File: src/rtl/mcu_pkg.sv
// Shared MCU definitions: program-memory geometry, loader state encoding and
// the per-state status flags that the loader registers on its outputs.
package mcu_pkg;

    localparam int ADDR_W  = 8;
    localparam int OPC_W   = 4;
    localparam int INSTR_W = OPC_W + 8;
    localparam int WCNT_W  = 9;

    typedef enum logic [2:0] {
        LDR_HDR  = 3'd0,
        LDR_HI   = 3'd1,
        LDR_LO   = 3'd2,
        LDR_CHK  = 3'd3,
        LDR_DONE = 3'd4,
        LDR_ERR  = 3'd5
    } ldr_state_t;

    typedef struct packed {
        logic in_ready;
        logic busy;
        logic done;
        logic err;
        logic core_rst_n;
    } ldr_flags_t;

    // While reset is held the loader reports busy but refuses bytes.
    localparam ldr_flags_t LDR_FLAGS_RST = '{
        in_ready:   1'b0,
        busy:       1'b1,
        done:       1'b0,
        err:        1'b0,
        core_rst_n: 1'b0
    };

    function automatic ldr_flags_t ldr_flags(input ldr_state_t s);
        ldr_flags_t f;
        f.in_ready   = (s == LDR_HDR) || (s == LDR_HI) || (s == LDR_LO) || (s == LDR_CHK);
        f.busy       = f.in_ready;
        f.done       = (s == LDR_DONE);
        f.err        = (s == LDR_ERR);
        f.core_rst_n = (s == LDR_DONE);
        return f;
    endfunction

endpackage

File: src/rtl/mcu_prog_loader_if.sv
// Host byte stream plus program-memory write port of the program loader.
// "master" is the host/memory side, "slave" is the loader itself.
interface mcu_prog_loader_if #(
    parameter int ADDR_W = mcu_pkg::ADDR_W,
    parameter int OPC_W  = mcu_pkg::OPC_W
);

    logic [7:0]        in_data;
    logic              in_valid;
    logic              in_ready;

    logic              pm_we;
    logic [ADDR_W-1:0] pm_addr;
    logic [OPC_W+7:0]  pm_wdata;

    modport master (
        output in_data,
        output in_valid,
        input  in_ready,
        input  pm_we,
        input  pm_addr,
        input  pm_wdata
    );

    modport slave (
        input  in_data,
        input  in_valid,
        output in_ready,
        output pm_we,
        output pm_addr,
        output pm_wdata
    );

endinterface

File: src/rtl/mcu_prog_loader.sv
// Streams a length-prefixed, checksummed program from a host byte stream into
// external program memory and holds the MCU core in reset until it is valid.
module mcu_prog_loader #(
    parameter int ADDR_W = mcu_pkg::ADDR_W,
    parameter int OPC_W  = mcu_pkg::OPC_W
) (
    input  logic                       clk,
    input  logic                       rst_n,
    input  logic                       load_req,
    mcu_prog_loader_if.slave           bus,
    output logic                       core_rst_n,
    output logic                       busy,
    output logic                       done,
    output logic                       err,
    output logic [mcu_pkg::WCNT_W-1:0] word_cnt
);

    mcu_pkg::ldr_state_t         r_state;
    mcu_pkg::ldr_state_t         w_state_next;
    mcu_pkg::ldr_flags_t         r_flags;

    logic [7:0]                  r_count;
    logic [OPC_W-1:0]            r_opcode;
    logic [7:0]                  r_sum;
    logic [mcu_pkg::WCNT_W-1:0]  r_word_cnt;

    logic                        r_pm_we;
    logic [ADDR_W-1:0]           r_pm_addr;
    logic [OPC_W+7:0]            r_pm_wdata;

    logic                        w_xfer;
    logic                        w_hi_bad;
    logic                        w_last_word;

    // in_ready is a registered flag, so the handshake never loops back on in_valid.
    assign w_xfer      = bus.in_valid & r_flags.in_ready;
    assign w_hi_bad    = |bus.in_data[7:OPC_W];
    assign w_last_word = (r_word_cnt + 9'd1) >= {1'b0, r_count};

    always_comb begin
        w_state_next = r_state;
        if (load_req) begin
            w_state_next = mcu_pkg::LDR_HDR;
        end else if (w_xfer) begin
            case (r_state)
                mcu_pkg::LDR_HDR:
                    w_state_next = (bus.in_data == 8'd0) ? mcu_pkg::LDR_ERR : mcu_pkg::LDR_HI;
                mcu_pkg::LDR_HI:
                    w_state_next = w_hi_bad ? mcu_pkg::LDR_ERR : mcu_pkg::LDR_LO;
                mcu_pkg::LDR_LO:
                    w_state_next = w_last_word ? mcu_pkg::LDR_CHK : mcu_pkg::LDR_HI;
                mcu_pkg::LDR_CHK:
                    w_state_next = (bus.in_data == r_sum) ? mcu_pkg::LDR_DONE : mcu_pkg::LDR_ERR;
                default:
                    w_state_next = r_state;
            endcase
        end
    end

    // Status flags are registered from the next state so they line up with r_state.
    always_ff @(posedge clk or negedge rst_n) begin
        if (!rst_n) begin
            r_state    <= mcu_pkg::LDR_HDR;
            r_flags    <= mcu_pkg::LDR_FLAGS_RST;
            r_count    <= '0;
            r_opcode   <= '0;
            r_sum      <= '0;
            r_word_cnt <= '0;
            r_pm_we    <= 1'b0;
            r_pm_addr  <= '0;
            r_pm_wdata <= '0;
        end else begin
            r_state <= w_state_next;
            r_flags <= mcu_pkg::ldr_flags(w_state_next);
            r_pm_we <= 1'b0;
            if (load_req) begin
                r_word_cnt <= '0;
                r_sum      <= '0;
            end else if (w_xfer) begin
                r_sum <= r_sum + bus.in_data;
                case (r_state)
                    mcu_pkg::LDR_HDR: r_count  <= bus.in_data;
                    mcu_pkg::LDR_HI:  r_opcode <= bus.in_data[OPC_W-1:0];
                    mcu_pkg::LDR_LO: begin
                        r_pm_we    <= 1'b1;
                        r_pm_addr  <= r_word_cnt[ADDR_W-1:0];
                        r_pm_wdata <= {r_opcode, bus.in_data};
                        r_word_cnt <= r_word_cnt + 9'd1;
                    end
                    default: ;
                endcase
            end
        end
    end

    assign bus.in_ready = r_flags.in_ready;
    assign bus.pm_we    = r_pm_we;
    assign bus.pm_addr  = r_pm_addr;
    assign bus.pm_wdata = r_pm_wdata;
    assign core_rst_n   = r_flags.core_rst_n;
    assign busy         = r_flags.busy;
    assign done         = r_flags.done;
    assign err          = r_flags.err;
    assign word_cnt     = r_word_cnt;

endmodule

File: src/flat_wrapper.sv
// flat-port wrapper written by rule: the top's interface ports become plain ports
module mcu_prog_loader_flat 
#(
    parameter int ADDR_W = mcu_pkg::ADDR_W,
    parameter int OPC_W  = mcu_pkg::OPC_W
)
  (clk, rst_n, load_req, core_rst_n, busy, done, err, word_cnt, bus_in_data, bus_in_valid, bus_in_ready, bus_pm_we, bus_pm_addr, bus_pm_wdata);
  mcu_prog_loader_if #(.ADDR_W(ADDR_W), .OPC_W(OPC_W)) bus_i ();
  input  logic clk;
  input  logic rst_n;
  input  logic load_req;
  output logic core_rst_n;
  output logic busy;
  output logic done;
  output logic err;
  output logic [mcu_pkg::WCNT_W-1:0] word_cnt;
  input wire logic [$bits(bus_i.in_data)-1:0] bus_in_data;
  input wire logic [$bits(bus_i.in_valid)-1:0] bus_in_valid;
  output wire logic [$bits(bus_i.in_ready)-1:0] bus_in_ready;
  output wire logic [$bits(bus_i.pm_we)-1:0] bus_pm_we;
  output wire logic [$bits(bus_i.pm_addr)-1:0] bus_pm_addr;
  output wire logic [$bits(bus_i.pm_wdata)-1:0] bus_pm_wdata;
  assign bus_i.in_data = bus_in_data;
  assign bus_i.in_valid = bus_in_valid;
  assign bus_in_ready = bus_i.in_ready;
  assign bus_pm_we = bus_i.pm_we;
  assign bus_pm_addr = bus_i.pm_addr;
  assign bus_pm_wdata = bus_i.pm_wdata;
  mcu_prog_loader #(.ADDR_W(ADDR_W), .OPC_W(OPC_W)) u_core (.clk(clk), .rst_n(rst_n), .load_req(load_req), .bus(bus_i), .core_rst_n(core_rst_n), .busy(busy), .done(done), .err(err), .word_cnt(word_cnt));
endmodule
File: config.mk
export PLATFORM = sky130hd
export DESIGN_NAME = mcu_prog_loader_flat
export DESIGN_NICKNAME = d
export VERILOG_FILES = /design/src/rtl/mcu_pkg.sv /design/src/rtl/mcu_prog_loader_if.sv /design/src/rtl/mcu_prog_loader.sv /design/src/flat_wrapper.sv
export SDC_FILE = /design/constraint.sdc
export NUM_CORES = 1
export LEC_CHECK = 0
export ABC_AREA = 1
export CAP_MARGIN = 20
export CORE_ASPECT_RATIO = 0.8
export CORE_MARGIN = 2
export CORE_UTILIZATION = 53
export CTS_CLUSTER_SIZE = 16
export DETAILED_ROUTE_END_ITERATION = 6
export GPL_TIMING_DRIVEN = 0
export PLACE_DENSITY = 0.8
export RECOVER_POWER = 50
export SLEW_MARGIN = 20
export SYNTH_ARGS = -nofsm -noshare
export SYNTH_HDL_FRONTEND = slang
export SYNTH_SLANG_ARGS = --single-unit
export TNS_END_PERCENT = 1
File: constraint.sdc
create_clock -name clk -period 2.5 [get_ports clk]
set_input_delay 0.5 -clock clk [delete_from_list [all_inputs] [get_ports clk]]
set_output_delay 0.5 -clock clk [all_outputs]
set_load 0.03 [all_outputs]
==> run metrics <==
run status finished clean; Clock transition at path regs 0.07 ns; start point of the critical path u_core.word_cnt[1]$_DFFE_PN0P_; post-route ant nets 0; Worst Setup End Kind flop; net count after synthesis 359; setup ws final 0.154 ns; I/O pin cnt 47; global route total overflow 0; Lkg Pwr 1.80 nW; layout net count 421; maxcap violations 0; syn_area_per_cell 8.64 um^2; # rows 23; CTS tree yes; first-pass GRT wire length 10600 um; final wirelength 6240 um; Yosys cell types 30; Crit path required time 2.74 ns; largest net degree at the start of global routing 58; Clock Path Buffers 2; r2r worst-path depth 18; gp weighted congestion 0.832; Final setup viols 0; crit start category flop; Post-Route Utilization 0.704; Final Hold Viols 0; Area Overhead vs Synth 25.7%; clk_lat worst skew 0.34 ns; fin. max-slew vios 0; GR Util All Layers 0.227; DIE HEIGHT 69.6 um; setup slack, reg-to-reg 0.15 ns; Power Dens Cells 844 nW/um^2; port bufs 46; initial core utilization 0.560; via count 2389; Pint 1.94 mW; DP Worst Slack 0.0157 ns; Logic pwr share 0.326; share of cells above drive strength 1 0.111; Fin Setup TNS 0 ns; relative slew slack 0.0722; H-tree depth 3; hold slack 0.473 ns; Hold WC Path Type in2async; CTS sink count 57; vias in the first global route 2346; Post-Syn Area 2850 um^2; Antenna Cells 0; clock root cell clkbuf_8; Pre-antenna DRT Iters 4; die area 5990 um^2; register area share after synthesis 0.500; core area 5090 um^2; Peak supply drop 0.000473 V; arrival time at the worst endpoint 2.58 ns; antenna violations before repair 0; post-DP HPWL 4500 um; fin crit period 2.35 ns; # DRC 0; Setup CP Type reg2reg; die width 86.0 um; Clk network pwr share 0.257; Synth Register Bits 57; Cells after Synth 330; via/cell ratio 5.20; Synth Warn # 0; fmax 426 MHz; sequential share of power 0.417; switching part of the total 0.358; reg-to-reg endpoint u_core.done$_DFF_PN0_; worst clock skew 0.00514 ns; Tcrit/Tclk final 0.939; Max FO, Critical Path 4; Worst R2R Start u_core.word_cnt[1]$_DFFE_PN0P_; total CTS buffers 9; sw power 1.08 mW; Routed WL per cell 13.6 um; initial drt markers 111; worst slew pin tran 1.39 ns
## what timing repair did
action	CTS	global route
hold buffers	0	0
setup endpoints to repair	0	3
buffers inserted	0	5
resized for setup	0	4
## cell usage in the layout, fill, tap and decap left out, drive strengths merged, types with 5 or more instances in the layout
cell / Yosys / layout
clkbuf: 0 / 14
xor2: 7 / 7
nand2: 94 / 94
dfrtp: 56 / 56
nand3: 11 / 11
o22ai: 5 / 5
o21ai: 39 / 39
a21oi: 12 / 12
nor2: 14 / 14
clkdlybuf4s50: 0 / 44
ha: 16 / 16
inv: 50 / 50
nor3: 6 / 6
buf: 7 / 10
## routing by layer
layer	routed length, um	GRT usage	up-vias	share of wire
met4	86	0.0899	0	0.014
met1	2810	0.286	1125	0.45
met2	2980	0.367	60	0.48
li1	-	-	1190	-
met3	353	0.0643	14	0.057
met5	0	0	-	0
## state kept, by name (all words and copies together), names as in the netlist
signal	cells
u_core.bus.in_ready	1
u_core.bus.pm_addr	8
u_core.bus.pm_wdata	12
u_core.bus.pm_we	1
u_core.busy	1
u_core.done	1
u_core.err	1
u_core.r_count	8
u_core.r_opcode	4
u_core.r_state	3
u_core.r_sum	8
u_core.word_cnt	9
## worst max path at each step
stage                                    endpoint  slack, ns  depth (start not counted)
finish                      u_core.done$_DFF_PN0_       0.15                         18
global route                u_core.done$_DFF_PN0_      -0.03                         18
CTS                         u_core.done$_DFF_PN0_       0.02                         18
detailed placement    u_core.r_sum[6]$_DFFE_PN0P_       0.02                         12
global placement    u_core.bus.in_ready$_DFF_PN0_      -0.82                          1
floorplan                    u_core.err$_DFF_PN0_       0.13                         18
## stage by stage
| stage | std cells | instance area [um^2] | power (mW) |
|---|---|---|---|
| 2_1_floorplan | 330 | 2850 | 1.88 |
| 3_3_place_gp | 438 | 3390 | 2.23 |
| 3_5_place_dp | 438 | 3390 | 2.27 |
| 4_1_cts | 454 | 3570 | 3.05 |
| 5_1_grt | 459 | 3590 | 3.22 |
| 6_report | 459 | 3590 | 3.03 |
## kinds of logic (layout without fill, tap and decap cells)
family                   after synthesis  after routing  synth area share
AO/OA/AOI/OAI                         61             61             0.116
flip-flops                            57             57             0.500
buffers and inverters                 57            124            0.0873
XOR/XNOR                               7              7            0.0215
adder cells (fa/ha/maj)               17             17            0.0772
AND/OR/NAND/NOR                      131            131             0.198
## final cells by class
class                      instances  area [um^2]
clock inverter                     5         30.0
timing repair buffer              51          493
multi-input combinational        216         1170
buffer                             7         46.3
fill                             402         1510
sequential                        57         1430
clock buffer                      11          151
tap                               62         77.6
inverter                          50          190
## Yosys cell counts
cell type	count	area (um^2)
o21ai_1	26	130
o311ai_0	1	8.76
nor3_1	5	25.0
nand3_1	11	55.1
xor2_1	7	61.3
nor2_2	2	12.5
buf_6	3	33.8
nand2_2	4	25.0
inv_1	45	169
fa_1	1	20.0
buf_2	2	10.0
nor4_1	2	12.5
or2_1	1	6.26
inv_4	1	6.26
o22ai_1	5	31.3
a32o_1	1	10.0
buf_4	2	15.0
ha_1	16	200
nor3_2	1	10.0
a22o_1	2	17.5
o21ai_0	13	65.1
nor2_1	11	41.3
o21bai_1	1	7.51
dfrtp_1	56	1400
a21oi_1	12	60.1
nand4_1	3	18.8
nor2_8	1	20.0
dfstp_2	1	26.3
inv_2	4	15.0
nand2_1	90	338
## power groups by stage
stage               Sequential [mW]  Clock (mW)  Combinational (mW)
finish                         1.26       0.778               0.986
global route                   1.29       0.830                1.10
CTS                            1.26       0.794               0.999
detailed placement             1.27           0               0.997
global placement               1.27           0               0.965
floorplan                      1.48           0               0.407
## worst max-delay path, cell delays in order (launching register included)
cell      delay (ns)
dfrtp_1         0.40
ha_2            0.20
nand2_1         0.09
nor2_4          0.18
nand3_2         0.08
xor2_1          0.20
inv_1           0.07
ha_1            0.29
nand2_1         0.06
inv_1           0.06
nand3_1         0.06
o21bai_1        0.12
nor2_1          0.06
nand2_1         0.09
nand2_1         0.05
nand2_1         0.06
nand2_2         0.06
nand2_2         0.06
nor2_1          0.04
(Power assumes the default switching activity.)
